[config.mk]
export PLATFORM = sky130hd
export DESIGN_NAME = freq_pair_sequencer
export DESIGN_NICKNAME = d
export VERILOG_FILES = /design/src/rtl/freq_pkg.sv /design/src/rtl/desync_timer.sv /design/src/rtl/freq_pair_sequencer.sv
export SDC_FILE = /design/constraint.sdc
export NUM_CORES = 1
export LEC_CHECK = 0
export CORE_MARGIN = 2
export CORE_UTILIZATION = 45
export CTS_CLUSTER_SIZE = 30
export DETAILED_ROUTE_END_ITERATION = 10
export PLACE_DENSITY = 0.84
export SKIP_CTS_REPAIR_TIMING = 1
export SLEW_MARGIN = 25
export SYNTH_ARGS = -nofsm -noshare
export SYNTH_HDL_FRONTEND = slang
export SYNTH_SLANG_ARGS = --single-unit
[constraint.sdc]
create_clock -name clk -period 4.4 [get_ports clk]
set_clock_uncertainty 0.2 [all_clocks]
set_input_delay 0.88 -clock clk [delete_from_list [all_inputs] [get_ports clk]]
set_output_delay 0.88 -clock clk [all_outputs]
set_load 0.05 [all_outputs]
[src/rtl/freq_pkg.sv]
// Shared constants for the frequency-pair sequencer: default word width and FSM encoding.
// Latency: n/a (package only).
// Backpressure: n/a (package only).
package freq_pkg;

  localparam int FREQ_W = 15;
  localparam int CNT_W  = 8;

  typedef enum logic [2:0] {
    S_IDLE    = 3'd0,
    S_WAIT    = 3'd1,
    S_READ    = 3'd2,
    S_LATCH   = 3'd3,
    S_PRESENT = 3'd4,
    S_DONE    = 3'd5
  } state_e;

endpackage

[src/rtl/desync_timer.sv]
// Counts WAIT cycles in which exactly one of the two FIFOs is empty; fires on the TIMEOUT-th such cycle.
// Latency: expired_o is combinational from the count register, asserted during the TIMEOUT-th one-sided cycle.
// Backpressure: none; the count clears whenever the FIFOs agree or the sequencer is not waiting.
module desync_timer
  import freq_pkg::*;
#(
  parameter int TIMEOUT = 255
) (
  input  logic clk,
  input  logic rst,
  input  logic active_i,
  input  logic ref_empty_i,
  input  logic song_empty_i,
  output logic expired_o
);

  localparam logic [CNT_W-1:0] LAST = CNT_W'(TIMEOUT - 1);

  logic [CNT_W-1:0] cnt_q, cnt_d;
  logic             one_empty;

  assign one_empty = ref_empty_i ^ song_empty_i;
  assign expired_o = active_i && one_empty && (cnt_q == LAST);

  // next count: advance only while waiting on a lopsided FIFO pair, otherwise restart from zero
  always_comb begin
    cnt_d = '0;
    if (active_i && one_empty) begin
      cnt_d = cnt_q + 1'b1;
    end
  end

  // count register
  always_ff @(posedge clk) begin
    if (rst) begin
      cnt_q <= '0;
    end else begin
      cnt_q <= cnt_d;
    end
  end

endmodule

[src/rtl/freq_pair_sequencer.sv]
// Pops ref/song FIFOs in lockstep and presents each frequency pair to the scorer; optional desync timeout (FREQ_SEQ_TIMEOUT_EN).
// Latency: both FIFOs non-empty in WAIT at t -> pair_valid at t+3; handshake at p -> WAIT at p+1.
// Backpressure: pair held stable while pair_ready is low; no further pops until the pair is accepted.
module freq_pair_sequencer #(
  parameter int NUM_PAIRS = 6,
  parameter int TIMEOUT   = 255,
  parameter int FREQ_W    = freq_pkg::FREQ_W
) (
  input  logic              clk,
  input  logic              rst,
  input  logic              start,
  input  logic              ref_empty,
  input  logic              song_empty,
  input  logic [FREQ_W-1:0] ref_dout,
  input  logic [FREQ_W-1:0] song_dout,
  output logic              ref_rd_en,
  output logic              song_rd_en,
  output logic              pair_valid,
  input  logic              pair_ready,
  output logic [FREQ_W-1:0] pair_ref,
  output logic [FREQ_W-1:0] pair_song,
  output logic [7:0]        pair_count,
  output logic              busy,
  output logic              done,
  output logic              desync
);

  import freq_pkg::*;

  localparam logic [7:0] LAST_PAIR = 8'(NUM_PAIRS);

  state_e            state_q, state_d;
  logic [7:0]        count_q, count_d;
  logic [FREQ_W-1:0] ref_q, ref_d;
  logic [FREQ_W-1:0] song_q, song_d;
  logic              timeout_hit;

`ifdef FREQ_SEQ_TIMEOUT_EN
  logic desync_q, desync_d;

  desync_timer #(
    .TIMEOUT(TIMEOUT)
  ) u_desync_timer (
    .clk         (clk),
    .rst         (rst),
    .active_i    (state_q == S_WAIT),
    .ref_empty_i (ref_empty),
    .song_empty_i(song_empty),
    .expired_o   (timeout_hit)
  );

  // desync is sticky for the rest of the session; a fresh start clears it
  always_comb begin
    desync_d = desync_q;
    if (state_q == S_IDLE && start) begin
      desync_d = 1'b0;
    end else if (timeout_hit) begin
      desync_d = 1'b1;
    end
  end

  // desync flag register
  always_ff @(posedge clk) begin
    if (rst) begin
      desync_q <= 1'b0;
    end else begin
      desync_q <= desync_d;
    end
  end

  assign desync = desync_q;
`else
  assign timeout_hit = 1'b0;
  assign desync      = 1'b0;
`endif

  // next-state and datapath: one pop per pair, capture the data the cycle after the pop
  always_comb begin
    state_d = state_q;
    count_d = count_q;
    ref_d   = ref_q;
    song_d  = song_q;
    case (state_q)
      S_IDLE: begin
        if (start) begin
          state_d = S_WAIT;
          count_d = '0;
        end
      end
      S_WAIT: begin
        if (timeout_hit) begin
          state_d = S_DONE;
        end else if (!ref_empty && !song_empty) begin
          state_d = S_READ;
        end
      end
      S_READ: begin
        state_d = S_LATCH;
      end
      S_LATCH: begin
        ref_d   = ref_dout;
        song_d  = song_dout;
        state_d = S_PRESENT;
      end
      S_PRESENT: begin
        if (pair_ready) begin
          if (count_q != 8'hFF) begin
            count_d = count_q + 8'd1;
          end
          state_d = (count_d == LAST_PAIR) ? S_DONE : S_WAIT;
        end
      end
      S_DONE: begin
        state_d = S_IDLE;
      end
      default: begin
        state_d = S_IDLE;
      end
    endcase
  end

  // state, count and presented-pair registers
  always_ff @(posedge clk) begin
    if (rst) begin
      state_q <= S_IDLE;
      count_q <= '0;
      ref_q   <= '0;
      song_q  <= '0;
    end else begin
      state_q <= state_d;
      count_q <= count_d;
      ref_q   <= ref_d;
      song_q  <= song_d;
    end
  end

  assign ref_rd_en  = (state_q == S_READ);
  assign song_rd_en = (state_q == S_READ);
  assign pair_valid = (state_q == S_PRESENT);
  assign busy       = (state_q != S_IDLE);
  assign done       = (state_q == S_DONE);
  assign pair_ref   = ref_q;
  assign pair_song  = song_q;
  assign pair_count = count_q;

endmodule

---- Word-level counts from Yosys, hierarchy flattened ----
Index checks and enable logic that the tools add are counted.
cells by class
  equal/unequal tests ..................... 10
  add/sub/neg operators ................... 1
  mux-type cells .......................... 11
  reductions and logical operators ........ 8
operators by type and width
  kind                 count
  $mux 8               5
  $pmux 8 s2           1
  $pmux 3 s5           1
  $mux 3               4
  $add 8x1->8 const B  1
  $eq 8x3->1 const B   1
  $ne 8x8->1 const B   1
  $eq 3x2->1 const B   2
  $eq 3x3->1 const B   2
  $reduce_and 3->1     2
  $ne 2x2->1 const B   2
  $eq 3x1->1 const B   1
  $logic_not 3->1      1
  $reduce_bool 3->1    1
  $logic_not 1->1      2
  $ne 2x1->1 const B   1
  $reduce_bool 2->1    1
  $logic_and 1x1->1    1
word-level totals
  output and inout bits ................... 44
  flip-flop bits (word level) ............. 41

---- Longest topological paths before layout ----
  word-level depth ........................ 8
  gate-level depth with buffers ........... 5
  mapped depth without buffers ............ 5

---- Worst setup path before layout ----
No wires, ideal clock.
  kind .................................... register to output
  from .................................... register state_q[1]
  to ...................................... output port song_rd_en
  path slack .............................. 1.222 ns
  stages on the path, launching flop included .. 4
  buffers on the path ..................... 2
  arrival ................................. 2.098 ns
  cell sequence ........................... dfxtp_1 buf_4 nor3b_1 buf_4
on the way
  word-level cells in the longest chain between the ends .. 1
RTL lines
  element                   line                        RTL
  start: declaration        freq_pair_sequencer.sv:32   state_e state_q, state_d;
  start signal: assignment  freq_pair_sequencer.sv:130  state_q <= state_d;
  $eq 3x2->1                -
  end: declaration          freq_pair_sequencer.sv:17   output logic song_rd_en,
Every way passes these cells.

---- Worst setup path after layout ----
  from .................................... register state_q[0]
  to ...................................... output port busy
on the way
  word-level cells in the longest chain between the ends .. 1
RTL lines
  element            line                        RTL
  $reduce_bool 3->1  freq_pair_sequencer.sv:140  assign busy = (state_q != S_IDLE);
  end: declaration   freq_pair_sequencer.sv:23   output logic busy,
Every way passes these cells.

==> impl_results.md <==
* Final antenna diode count at 0
* Slowest cell on crit path: clkdlybuf4s50_1
* Xor-xnor portion of the synthesized cell area at less than 1%
* Post-DP HPWL at roughly 3100 µm
* DRT Pass-1 Iters at 4
* Simple-gate area share of the yosys netlist at approximately a quarter
* Slew HR at between 50% and 60%
* Max rail drop VDD at 0.000242 V
* Crit start category: flip-flop
* Delay of the slowest critical-path stage at 0.81 ns
* Clk pwr share at a little over a third
* Max Slew Vio Count at 0
* Post-synthesis adder-cell area fraction at less than 1%
* Pwr dens at 308 mW/mm²
* Finish-stage setup viols at 0
* Gpl congestion at between 0.8 and 0.9
* Mux cell area share after synthesis at 0.544%
* Status: complete, no violations
* First-pass GRT wire length at around 7200 µm
* Fmax at about 320 MHz
* Yosys reg bits at slightly above 40
* Setup CP Type: reg -> out
* Largest family of logic cells by synthesized area: simple AND/OR/NAND/NOR gates
* Number of synthesized flops with an enable pin at 0
* GRT overflow at 0
* Mapped Nets at 262
* Synth unique cells at 41
* Final WL at 4440 µm
* Initial core utilization at between 40% and 50%
* Commonest non-fill, non-tap cell in the layout: clkdlybuf4s50_1
* Sequential fraction of the synthesis area at between 40% and 50%
* Max FO, Critical Path at 13
* Clock-pin transition on the worst setup and hold timing paths at approximately 0.08 ns
* Port bufs at 78
* Fraction of registers with async set/reset at 0%
* Largest net degree at the start of global routing at 32
* TritonCTS clock tree: done
* Clock sinks at slightly above 40
* Htree depth at 2
* Antenna-violating nets left at 0
* Setup_tns at 0 ns
* Leakage at between 0.0008 and 0.0009 µW
* Synth warnings at 0
* Hold Path Class: reg -> reg
* Synth Flop Type: dfxtp_1
* Full die area at between 0.004 and 0.005 mm²
* Worst endpoint required time at between 3 and 4 ns
* Die H at between 60 and 70 µm
* DRC at 0
* GR Util All Layers at 20.4%
* Post-layout util at 67.9%
* Sequential power share at a little under half
* Final non-filler cell total at 342
* Cells after Synth at 225
* Placed cells at approximately 330
* Die width at between 60 and 70 µm
* CP bufs+invs at 2
* TritonCTS buffer count at 5
* Area of the multi-input gates at about 890 µm²
* Final cycle utilization of the critical path at 71.6%
* CP Data Arrival Time at between 2 and 2.5 ns
* # rows at 23
* Syn Std Cell Area at 0.00184 mm²
* Net Sw Frac at between 20% and 30%
* Clk buf depth at 2
* Drt wl/cell at 13.0 µm
* Worst Setup End Kind: primary output
* Storage cell area at a little over 800 µm²
* Slew @ Worst Pin at 0.613 ns
* Combinational fraction of design power at ~16%
* First-iteration detailed-routing DRC count at between 100 and 150
* Vias in the first global route at 1599
* Final Hold Vio Count at 0
* Max_cap viols at 0
* Fillers at approximately 330
* Layout Nets at roughly 330
* Top Family by Delay on Critical Path: buffers and inverters
* Syn-to-layout area delta at 46.5%
* Vias per Instance at around 5.3
* Vias after detailed routing at about 1800
* Worst skew pair latency at slightly below 0.3 ns
* Initial antenna violation count at 0
* Root buffer cell: clkbuf_8
* Mapped Avg Cell Area at between 8 and 9 µm²
* IO Pins at 80
* Post-layout min period at 3.15 ns
* Layout cell share with drive strength beyond 1 at 6.85%
* CP Cell Sequence: nor3_1, inv_1, clkdlybuf4s50_1
* RSZ-0062 raised after global routing: false
* Commonest non-fill, non-tap cells in the layout: 78 x clkdlybuf4s50_1, 63 x nand2_1, 42 x a21oi_1, 41 x dfxtp_1, 5 x clkbuf_8
* Internal at around 610 µW
* Switching Power at 221 µW
* Final Power at between 800 and 900 µW
* Core ar. at a little under 0.004 mm²
* Post-synthesis compound-gate area fraction at between 20% and 30%
==> worst paths after layout <==
check           startpoint            end  slack, ns  cells past startpoint
max             state_q[0]           busy       1.25                      3
max reg2reg     state_q[0]  pair_count[1]       2.38                      4
min reg2reg  pair_song[10]  pair_song[10]       0.26                      2
min          pair_song[10]  pair_song[10]       0.26                      2
==> synthesized netlist by cell type, drive strengths merged (2+ instances only) <==
master   n  area share, %
nand2   63             13
a21oi   42             11
dfxtp   41             45
buf     11            4.4
clkbuf  10            2.0
o21ai    7            1.9
a211oi   4            2.2
nand3    4            1.1
nand4    4            1.4
nor2     4           0.82
nor3     4            1.1
nor3b    3            1.8
a31o     2           0.95
a41oi    2           0.95
and3b    2           0.95
inv      2           0.41
nand2b   2           0.68
==> worst reg2reg max path: stages, from the launching register on <==
cell      delay [ns]
dfxtp_1         0.50
nor4bb_4        0.68
a21oi_1         0.22
o21ai_0         0.22
a21oi_1         0.09
==> final cells by class <==
| class | instances | area share (%) |
|---|---|---|
| Multi-Input combinational cell | 161 | 33.1 |
| Timing Repair Buffer | 80 | 29.5 |
| Clock buffer | 5 | 2.55 |
| Sequential cell | 41 | 30.5 |
| Clock inverter | 3 | 1.72 |
| Tap cell | 50 | 2.32 |
| Inverter | 2 | 0.279 |
==> sequential cells by signal, indices dropped and copies added (netlist names) <==
signal	count
state_q	3
pair_ref	15
pair_count	8
pair_song	15
==> per-layer routing <==
layer | vias to the layer above | routed length [µm] | track usage [%]
met5 | - | 0 | 0
met1 | 831 | 1850 | 25.2
li1 | 898 | - | -
met4 | 0 | 78 | 8.50
met3 | 9 | 442 | 8.55
met2 | 72 | 2060 | 31.2
==> stage by stage <==
stage / instance area, µm² / hold WS (ns) / setup WS, ns
6_report: 2700 / 0.256 / 1.25
5_1_grt: 2700 / 0.279 / 1.11
2_1_floorplan: 1840 / 0.352 / 1.22
4_1_cts: 2700 / 0.258 / 1.21
3_3_place_gp: 2580 / 0.241 / 1.59
3_5_place_dp: 2580 / 0.247 / 1.53
==> power groups by stage <==
stage	Combinational [µW]	Sequential, µW	Clock [µW]
floorplan	73.9	410	0
global placement	132	401	0
detailed placement	133	402	0
CTS	134	393	313
global route	143	396	327
finish	133	394	304
==> kinds of logic (layout without fill, tap and decap cells) <==
group | after synthesis | after routing
fa+ha+maj | 1 | 1
simple gates | 95 | 95
xor+xnor | 2 | 2
other cells | 1 | 1
compound gates | 61 | 61
flops | 41 | 41
buf+inv | 23 | 90
mux | 1 | 1
Note: power is estimated with default switching activity, not from simulation.
